[config.mk]
export PLATFORM = sky130hd
export DESIGN_NAME = instr_prefetch_queue
export DESIGN_NICKNAME = d
export VERILOG_FILES = /design/src/rtl/instr_prefetch_queue_pkg.sv /design/src/rtl/instr_prefetch_queue_fifo.sv /design/src/rtl/instr_prefetch_queue.sv
export SDC_FILE = /design/constraint.sdc
export NUM_CORES = 1
export LEC_CHECK = 0
export CAP_MARGIN = 20
export CELL_PAD_IN_SITES_DETAIL_PLACEMENT = 0
export CELL_PAD_IN_SITES_GLOBAL_PLACEMENT = 1
export CORE_ASPECT_RATIO = 0.6
export CORE_MARGIN = 4
export CORE_UTILIZATION = 51
export DETAILED_ROUTE_END_ITERATION = 10
export MAX_ROUTING_LAYER = met4
export PLACE_DENSITY_LB_ADDON = 0.1
export SLEW_MARGIN = 20
export SYNTH_ARGS = -nofsm -noshare
export SYNTH_HDL_FRONTEND = slang
export SYNTH_SLANG_ARGS = --single-unit
[constraint.sdc]
create_clock -name clk -period 5.1 [get_ports clk]
set_input_delay 0.765 -clock clk [delete_from_list [all_inputs] [get_ports clk]]
set_output_delay 0.765 -clock clk [all_outputs]
set_load 0.01 [all_outputs]
[src/rtl/instr_prefetch_queue_pkg.sv]
// Shared types and constants for the instruction prefetch queue.
package instr_prefetch_queue_pkg;

    localparam int PFQ_XLEN    = 32;
    localparam int INSTR_BYTES = 4;

    typedef enum logic [1:0] {
        PFQ_IDLE    = 2'd0,
        PFQ_REQ     = 2'd1,
        PFQ_DISCARD = 2'd2
    } pfq_state_t;

    typedef struct packed {
        logic [PFQ_XLEN-1:0] pc;
        logic [PFQ_XLEN-1:0] instr;
    } pfq_entry_t;

endpackage

[src/rtl/instr_prefetch_queue_fifo.sv]
// Generic DEPTH-entry synchronous FIFO with push/pop/clear and an occupancy count.
module pfq_fifo #(
    parameter int WIDTH = 64,
    parameter int DEPTH = 4
) (
    input  logic                     clk,
    input  logic                     rst,
    input  logic                     i_push,
    input  logic                     i_pop,
    input  logic                     i_clear,
    input  logic [WIDTH-1:0]         i_wdata,
    output logic [WIDTH-1:0]         o_rdata,
    output logic [$clog2(DEPTH):0]   o_count,
    output logic                     o_empty
);

    localparam int PTR_W = $clog2(DEPTH);
    localparam int CNT_W = PTR_W + 1;

    logic [WIDTH-1:0] r_mem [DEPTH];
    logic [PTR_W-1:0] r_wr_ptr;
    logic [PTR_W-1:0] r_rd_ptr;
    logic [CNT_W-1:0] r_count;
    logic             w_full;
    logic             w_do_push;
    logic             w_do_pop;

    assign o_empty   = (r_count == '0);
    assign w_full    = (r_count == CNT_W'(DEPTH));
    assign w_do_pop  = i_pop && !o_empty;
    // A push into a full FIFO is only legal when a pop frees a slot the same cycle.
    assign w_do_push = i_push && (!w_full || w_do_pop);

    always_ff @(posedge clk or posedge rst) begin
        if (rst) begin
            r_wr_ptr <= '0;
            r_rd_ptr <= '0;
            r_count  <= '0;
        end else if (i_clear) begin
            r_wr_ptr <= '0;
            r_rd_ptr <= '0;
            r_count  <= '0;
        end else begin
            if (w_do_push) begin
                r_wr_ptr <= r_wr_ptr + PTR_W'(1);
            end
            if (w_do_pop) begin
                r_rd_ptr <= r_rd_ptr + PTR_W'(1);
            end
            case ({w_do_push, w_do_pop})
                2'b10:   r_count <= r_count + CNT_W'(1);
                2'b01:   r_count <= r_count - CNT_W'(1);
                default: r_count <= r_count;
            endcase
        end
    end

    always_ff @(posedge clk) begin
        if (w_do_push && !i_clear) begin
            r_mem[r_wr_ptr] <= i_wdata;
        end
    end

    assign o_rdata = r_mem[r_rd_ptr];
    assign o_count = r_count;

endmodule

[src/rtl/instr_prefetch_queue.sv]
// Instruction prefetch front-end: one outstanding memory read feeding a {pc, instr} FIFO,
// flushed on redirect. Define PFQ_BYPASS_EN to forward a response straight to an empty queue's outputs.
module instr_prefetch_queue
    import instr_prefetch_queue_pkg::*;
#(
    parameter int              XLEN     = 32,
    parameter int              ADDR_W   = 25,
    parameter int              DEPTH    = 4,
    parameter logic [XLEN-1:0] RESET_PC = 32'h0000_0000
) (
    input  logic                   clk,
    input  logic                   rst,
    output logic                   mem_instr_enable,
    output logic [ADDR_W-1:0]      mem_instr_addr,
    input  logic                   mem_instr_valid,
    input  logic [XLEN-1:0]        mem_instr_result,
    output logic                   fetch_valid,
    input  logic                   fetch_ready,
    output logic [XLEN-1:0]        fetch_instr,
    output logic [XLEN-1:0]        fetch_pc,
    input  logic                   redirect,
    input  logic [XLEN-1:0]        redirect_pc,
    output logic [$clog2(DEPTH):0] occupancy
);

    localparam int              CNT_W   = $clog2(DEPTH) + 1;
    localparam logic [XLEN-1:0] PC_STEP = XLEN'(INSTR_BYTES);

    pfq_state_t        r_state;
    pfq_state_t        w_state_next;
    logic [XLEN-1:0]   r_next_pc;
    logic [XLEN-1:0]   r_req_pc;
    logic              r_enable;
    logic [ADDR_W-1:0] r_addr;

    logic              w_issue;
    logic              w_accept;
    logic              w_bypass;
    logic              w_pop;
    logic              w_fifo_push;
    logic              w_fifo_pop;
    logic              w_fifo_empty;
    logic [2*XLEN-1:0] w_head;
    logic [XLEN-1:0]   w_head_pc;
    logic [XLEN-1:0]   w_head_instr;
    logic [CNT_W-1:0]  w_count;
    logic              w_has_room;

    // A slot is reserved at issue, so a pop in the same cycle makes room for the next request.
    assign w_has_room = (w_count != CNT_W'(DEPTH)) || w_pop;

    always_comb begin
        w_state_next = r_state;
        w_issue      = 1'b0;
        w_accept     = 1'b0;
        case (r_state)
            PFQ_IDLE: begin
                if (!redirect && w_has_room) begin
                    w_issue      = 1'b1;
                    w_state_next = PFQ_REQ;
                end
            end
            PFQ_REQ: begin
                if (mem_instr_valid) begin
                    w_accept     = !redirect;
                    w_state_next = PFQ_IDLE;
                end else if (redirect) begin
                    w_state_next = PFQ_DISCARD;
                end
            end
            PFQ_DISCARD: begin
                if (mem_instr_valid) begin
                    w_state_next = PFQ_IDLE;
                end
            end
            default: w_state_next = PFQ_IDLE;
        endcase
    end

    always_ff @(posedge clk or posedge rst) begin
        if (rst) begin
            r_state   <= PFQ_IDLE;
            r_next_pc <= RESET_PC;
            r_req_pc  <= RESET_PC;
            r_enable  <= 1'b0;
            r_addr    <= RESET_PC[ADDR_W-1:0];
        end else begin
            r_state <= w_state_next;
            if (w_issue) begin
                r_enable <= 1'b1;
                r_addr   <= r_next_pc[ADDR_W-1:0];
                r_req_pc <= r_next_pc;
            end else if (mem_instr_valid && (r_state != PFQ_IDLE)) begin
                r_enable <= 1'b0;
            end
            if (redirect) begin
                r_next_pc <= redirect_pc;
            end else if (w_issue) begin
                r_next_pc <= r_next_pc + PC_STEP;
            end
        end
    end

`ifdef PFQ_BYPASS_EN
    assign w_bypass = w_fifo_empty && (r_state == PFQ_REQ) && mem_instr_valid && !redirect;
`else
    assign w_bypass = 1'b0;
`endif

    // A redirect flushes the queue, so a simultaneous handshake must not advance it.
    assign w_pop       = fetch_valid && fetch_ready && !redirect;
    assign w_fifo_pop  = w_pop && !w_fifo_empty;
    assign w_fifo_push = w_accept && !(w_bypass && fetch_ready);

    pfq_fifo #(
        .WIDTH (2*XLEN),
        .DEPTH (DEPTH)
    ) u_fifo (
        .clk     (clk),
        .rst     (rst),
        .i_push  (w_fifo_push),
        .i_pop   (w_fifo_pop),
        .i_clear (redirect),
        .i_wdata ({r_req_pc, mem_instr_result}),
        .o_rdata (w_head),
        .o_count (w_count),
        .o_empty (w_fifo_empty)
    );

    assign w_head_pc    = w_head[2*XLEN-1:XLEN];
    assign w_head_instr = w_head[XLEN-1:0];

    always_comb begin
        fetch_valid = !w_fifo_empty;
        fetch_pc    = w_fifo_empty ? '0 : w_head_pc;
        fetch_instr = w_fifo_empty ? '0 : w_head_instr;
        if (w_bypass) begin
            fetch_valid = 1'b1;
            fetch_pc    = r_req_pc;
            fetch_instr = mem_instr_result;
        end
    end

    assign mem_instr_enable = r_enable;
    assign mem_instr_addr   = r_addr;
    assign occupancy        = w_count;

endmodule
**Word-level counts from Yosys, hierarchy flattened**

Memories as Yosys holds them, arrays and structs flattened.
Cells that the tools add are included.

- Add/subtract/negate cells: 5
- Equality and inequality tests: 9
- Muxes and demuxes: 23
- Reduce and logical (&&, ||, !) cells: 22

Operators by type and width:

| operator | count |
|---|---|
| two-way mux 32 bit | 4 |
| adder 32 x 3 -> 32 bit (second input constant) | 1 |
| two-way mux 2 bit | 8 |
| nonzero test 2 bit | 5 |
| logical AND 1 bit | 8 |
| two-way mux 1 bit | 8 |
| != test 3 bit (second input constant) | 2 |
| one-hot mux 2 bit (3 select lines) | 1 |
| one-hot mux 3 bit (2 select lines) | 1 |
| adder 2 x 1 -> 2 bit (second input constant) | 2 |
| equality test 2 x 1 -> 1 bit (second input constant) | 2 |
| equality test 2 bit (second input constant) | 2 |
| != test 2 bit (second input constant) | 2 |
| adder 3 x 1 -> 3 bit (second input constant) | 1 |
| equality test 3 bit (second input constant) | 1 |
| zero test 1 bit | 3 |
| zero test 3 bit | 1 |
| two-way mux 3 bit | 1 |
| AND reduction 3 bit | 1 |
| nonzero test 3 bit | 1 |
| subtractor 3 x 1 -> 3 bit (second input constant) | 1 |
| zero test 2 bit | 1 |
| logical OR 1 bit | 2 |

- Flip-flop bits (word level): 99
- Memory bits (writable): 256
- Output and inout port bits: 94
- Word-level logic and storage cells: 68
- Memories: 1

Memory list:

| name | words | bits a word | rd ports | clocked after memory_dff | write ports | RTL line | source |
|---|---|---|---|---|---|---|---|
| u_fifo.r_mem | 4 | 64 | 1 | 0 | 1 | instr_prefetch_queue_fifo.sv:20 | `logic [WIDTH-1:0] r_mem [DEPTH];` |

**Logic depth before layout (Yosys ltp)**

- Depth after elaboration: 11
- Depth in mapped cells: 11
- Mapped depth without buffers: 9

**By module**

From an unflattened synthesis, not the netlist that was laid out.

- Cells, all modules: 795
- Area total of the unflattened synthesis: 13663.1 µm²

Modules (own cells, without submodules):

| module | times used | cells an instance | area each (µm²) | sequential area each (µm²) |
|---|---|---|---|---|
| pfq_fifo | 1 | 398 | 9795.6 | 7862.5 |
| instr_prefetch_queue | 1 | 397 | 3867.5 | 1676.6 |

**Worst setup path after synthesis**

OpenSTA, ideal clock, no wires.

- Path type: input-to-reg
- Start point: input fetch_ready
- End point: memory u_fifo.r_mem[0][0], enable pin
- Setup time: 0.429 ns
- Arrival: 2.862 ns
- Data required time: 4.671 ns
- Setup slack: 1.809 ns
- Stages: 4
- Buffers on the path: 1
- Cell sequence: buf_2 > nor4b_4 > nor3_1 > and2_1

- Cells in the longest elaborated chain, start to end: 9

Ends and longest elaborated chain:

| what | RTL line | source |
|---|---|---|
| start: declaration | instr_prefetch_queue.sv:18 | `input logic fetch_ready,` |
| logical AND 1 bit (2 in series) | instr_prefetch_queue.sv:111 | `assign w_pop = fetch_valid && fetch_ready && !redirect;` |
| logical AND 1 bit | instr_prefetch_queue.sv:112 | `assign w_fifo_pop = w_pop && !w_fifo_empty;` |
| logical AND 1 bit | instr_prefetch_queue_fifo.sv:30 | `assign w_do_pop = i_pop && !o_empty;` |
| logical OR 1 bit | instr_prefetch_queue_fifo.sv:32 | `assign w_do_push = i_push && (!w_full \|\| w_do_pop);` |
| logical AND 1 bit | instr_prefetch_queue_fifo.sv:32 |  |
| logical AND 1 bit | instr_prefetch_queue_fifo.sv:59 | `if (w_do_push && !i_clear) begin` |
| two-way mux 1 bit | instr_prefetch_queue_fifo.sv:59 |  |
| two-way mux 1 bit (implied by the code) | instr_prefetch_queue_fifo.sv:60 | `r_mem[r_wr_ptr] <= i_wdata;` |
| end: declaration | instr_prefetch_queue_fifo.sv:20 |  |

No other way between the ends.

**Worst setup path in the final report**

- Start point: register u_fifo.r_rd_ptr[0]
- End point: output fetch_instr[23]

- Cells in the longest elaborated chain, start to end: 2

Ends and longest elaborated chain:

| what | RTL line | source |
|---|---|---|
| start: declaration | instr_prefetch_queue_fifo.sv:22 | `logic [PTR_W-1:0] r_rd_ptr;` |
| start signal: assignment | instr_prefetch_queue_fifo.sv:48 | `r_rd_ptr <= r_rd_ptr + PTR_W'(1);` |
| memory read (4 x 64 bit) | n/a |  |
| two-way mux 32 bit | instr_prefetch_queue.sv:136 | `fetch_instr = w_fifo_empty ? '0 : w_head_instr;` |
| end: declaration | instr_prefetch_queue.sv:19 | `output logic [XLEN-1:0] fetch_instr,` |

No other way between the ends.

==> results.sh <==
export IMPL_via_per_inst=5.57
export IMPL_p_sw_share_pct=24.4
export IMPL_start_util_pct=52.5
export IMPL_hold_path_class="reg2reg"
export IMPL_vias=7130
export IMPL_p_leak_nw=5.46
export IMPL_status="finished, final reports clean"
export IMPL_synth_warnings=0
export IMPL_die_y_um=134
export IMPL_final_area_sq_um=16200
export IMPL_grt_pass1_wl_mm=43.9
export IMPL_wire_per_inst_um=21.9
export IMPL_fin_nets=980
export IMPL_io_pins=163
export IMPL_critPathLaunchType="flop"
export IMPL_syn_area_sq_um=13400
export IMPL_fill_cells=1787
export IMPL_crit_path_end_kind="output port"
export IMPL_combPwrFrac_pct=16.5
export IMPL_hold_buffers=0
export IMPL_multiInputGateArea_sq_um=3550
export IMPL_clock_latency_ns=0.55
export IMPL_grt_pass1_vias=7554
export IMPL_rows=45
export IMPL_arrival_ns=3.11
export IMPL_place_area_sq_um=15200
export IMPL_cts_setup_buffers=0
export IMPL_synth_ff_type="edfxtp_1"
export IMPL_core_sq_um=25600
export IMPL_post_place_ws_ns=1.70
export IMPL_h_tree_depth=1
export IMPL_p_int_mw=5.08
export IMPL_synth_nets=840
export IMPL_max_freq_mhz=258
export IMPL_design_die_area_sq_um=29100
export IMPL_ys_async_sr_fraction_pct=22.4
export IMPL_p_total_mw=6.72
export IMPL_place_congestion=0.810
export IMPL_ir_drop_mv=0.279
export IMPL_dp_cells=1226
export IMPL_port_buffers=162
export IMPL_setup_ws_ns=1.23
export IMPL_grt_max_degree=66
export IMPL_holdWs_ns=0.512
export IMPL_cts_buffers=29
export IMPL_grt_overflow=0
export IMPL_switchingPower_mw=1.64
export IMPL_rsz0062_at_grt="no"
export IMPL_setup_violations=0
export IMPL_clock_sinks=330
export IMPL_finalHoldViolCount=0
export IMPL_crit_required_ns=4.34
export IMPL_routed_wl_mm=28.0
export IMPL_antennaDiodeCount=0
export IMPL_drc=0
export IMPL_antenna_found_initial=0
export IMPL_avgSynthCellArea_sq_um=17.6
export IMPL_final_util_pct=63.4
export IMPL_synth_cells=765
export IMPL_die_x_um=218
export IMPL_powerDensity_nw_per_um2=414
export IMPL_cts_buffer_depth=3
export IMPL_grt_util_all_layers_pct=20.1
export IMPL_drive_above_1_share_pct=18.8
export IMPL_hpwl_mm=17.1
export IMPL_clockRootBuffer="clkbuf_16"
export IMPL_max_slew_worst_pin_slew_ns=1.05
export IMPL_r2r_slack_ns=2.24
export IMPL_ant_nets=0
export IMPL_fin_worst_skew_ns=0.0129
export IMPL_fin_crit_ns=3.87
export IMPL_clkPwrFrac_pct=34.0
export IMPL_p_seq_share_pct=49.5
export IMPL_layout_cells_non_filler=1279
export IMPL_cts_resized_gates=0
export IMPL_cts_tree="done"
export IMPL_synth_seq_cells=330
export IMPL_synth_yosys_seq_area_share_pct=71.0
export IMPL_seqCellArea_sq_um=9550
export IMPL_cp_max_fo=36
export IMPL_drt_pass1_iterations=5
export IMPL_syn_to_final_growth_pct=20.8
export IMPL_drv_cap=0
export IMPL_critical_path_class="reg2out"
export IMPL_mostFrequentLayoutCell="edfxtp_1"
export IMPL_synth_edf_count=256
export IMPL_fin_crit_sh_pct=75.9
export IMPL_slew_violations=0
export IMPL_setup_tns_ns=0
export IMPL_final_cell_mix="256 x edfxtp_1, 161 x clkdlybuf4s50_1, 72 x dfrtp_1, 66 x and2_1, 64 x mux4_2"
export IMPL_synth_cell_types=51
export IMPL_relSlewSlack_pct=29.7
export IMPL_drt_iter0_drc=546
export IMPL_clk_pin_slew_ns=0.07
worst max-delay path: stages, from the launching register on:
cell,delay [ns]
dfrtp_4,0.95
buf_12,0.34
mux4_2,0.53
and2_1,0.19
clkdlybuf4s50_1,0.49
power by group through the flow:
stage	registers, mW	logic [mW]	clock network (mW)
after CTS	3.33	1.14	2.33
after global routing	3.35	1.20	2.45
final	3.32	1.11	2.29
after floorplan	3.27	0.697	0
after global placement	3.37	1.12	0
after detailed placement	3.39	1.13	0
metal layers:
metal | up-vias | global-route usage [%] | routed length, um
met3 | 28 | 3.42 | 1330
li1 | 3200 | - | -
met4 | 0 | 3.49 | 380
met5 | - | - | 0
met1 | 3732 | 29.4 | 13400
met2 | 170 | 30.7 | 12900
path summary, 6_finish.rpt:
kind,startpoint,to,depth (start not counted)
setup / recovery,u_fifo.r_rd_ptr[0],fetch_instr[23],4
hold / removal,r_next_pc[1],r_next_pc[1],1
setup reg to reg,u_fifo.o_count[0],u_fifo.o_count[2],9
hold reg to reg,r_next_pc[1],r_next_pc[1],1
max in group asynchronous,rst,r_req_pc[21],3
min in group asynchronous,rst,u_fifo.r_rd_ptr[1],2
sequential cells by signal (all words and copies together), names as in the netlist:
register	flops
u_fifo.r_mem	256
mem_instr_enable	1
r_req_pc	32
r_state	2
r_next_pc	32
u_fifo.o_count	3
u_fifo.r_rd_ptr	2
u_fifo.r_wr_ptr	2
cell families after synthesis:
| group | synth area share [%] |
|---|---|
| AO/OA/AOI/OAI | 1.90 |
| multiplexers | 13.8 |
| AND/OR/NAND/NOR | 8.51 |
| XOR/XNOR | 1.50 |
| buffers and inverters | 2.71 |
| adder cells (fa/ha/maj) | 0.614 |
| flip-flops | 71.0 |
cells in the mapped netlist (2+ instances only):
library cell  number  area (sq um)
o211ai_1           2          15.0
edfxtp_1         256          7690
nand4_1           12          75.1
mux2_2            35           394
nor2b_1            4          25.0
and3_1             5          31.3
mux2i_1            2          20.0
nor4b_4            2          47.6
xnor2_1            7          61.3
nor3_1             5          25.0
inv_1              8          30.0
buf_2              9          45.0
nand3b_1           4          30.0
xor2_1            16           140
a31oi_1            2          12.5
buf_4             25           188
a21oi_1            4          20.0
mux4_2            64          1440
nand2_1           41           154
and2_1            70           438
or4_1              3          22.5
nor3_4             2          32.5
buf_1              4          15.0
ha_1               5          62.6
nand3_1           16          80.1
dfrtp_1           74          1850
o21ai_0           26           130
nor2_1            17          63.8
clkbuf_1          20          75.1
or3_1              4          25.0
cell type report:
class                   instances  share of cell area, %
flip-flops and latches        330                   58.8
multi-input cells             368                   21.9
repair buffers                168                   10.3
clock buffers                  36                   4.88
well taps                     352                   2.71
clock inverters                17                   1.27
inverters                       8                  0.193
Note: power is estimated with default switching activity, not from simulation.
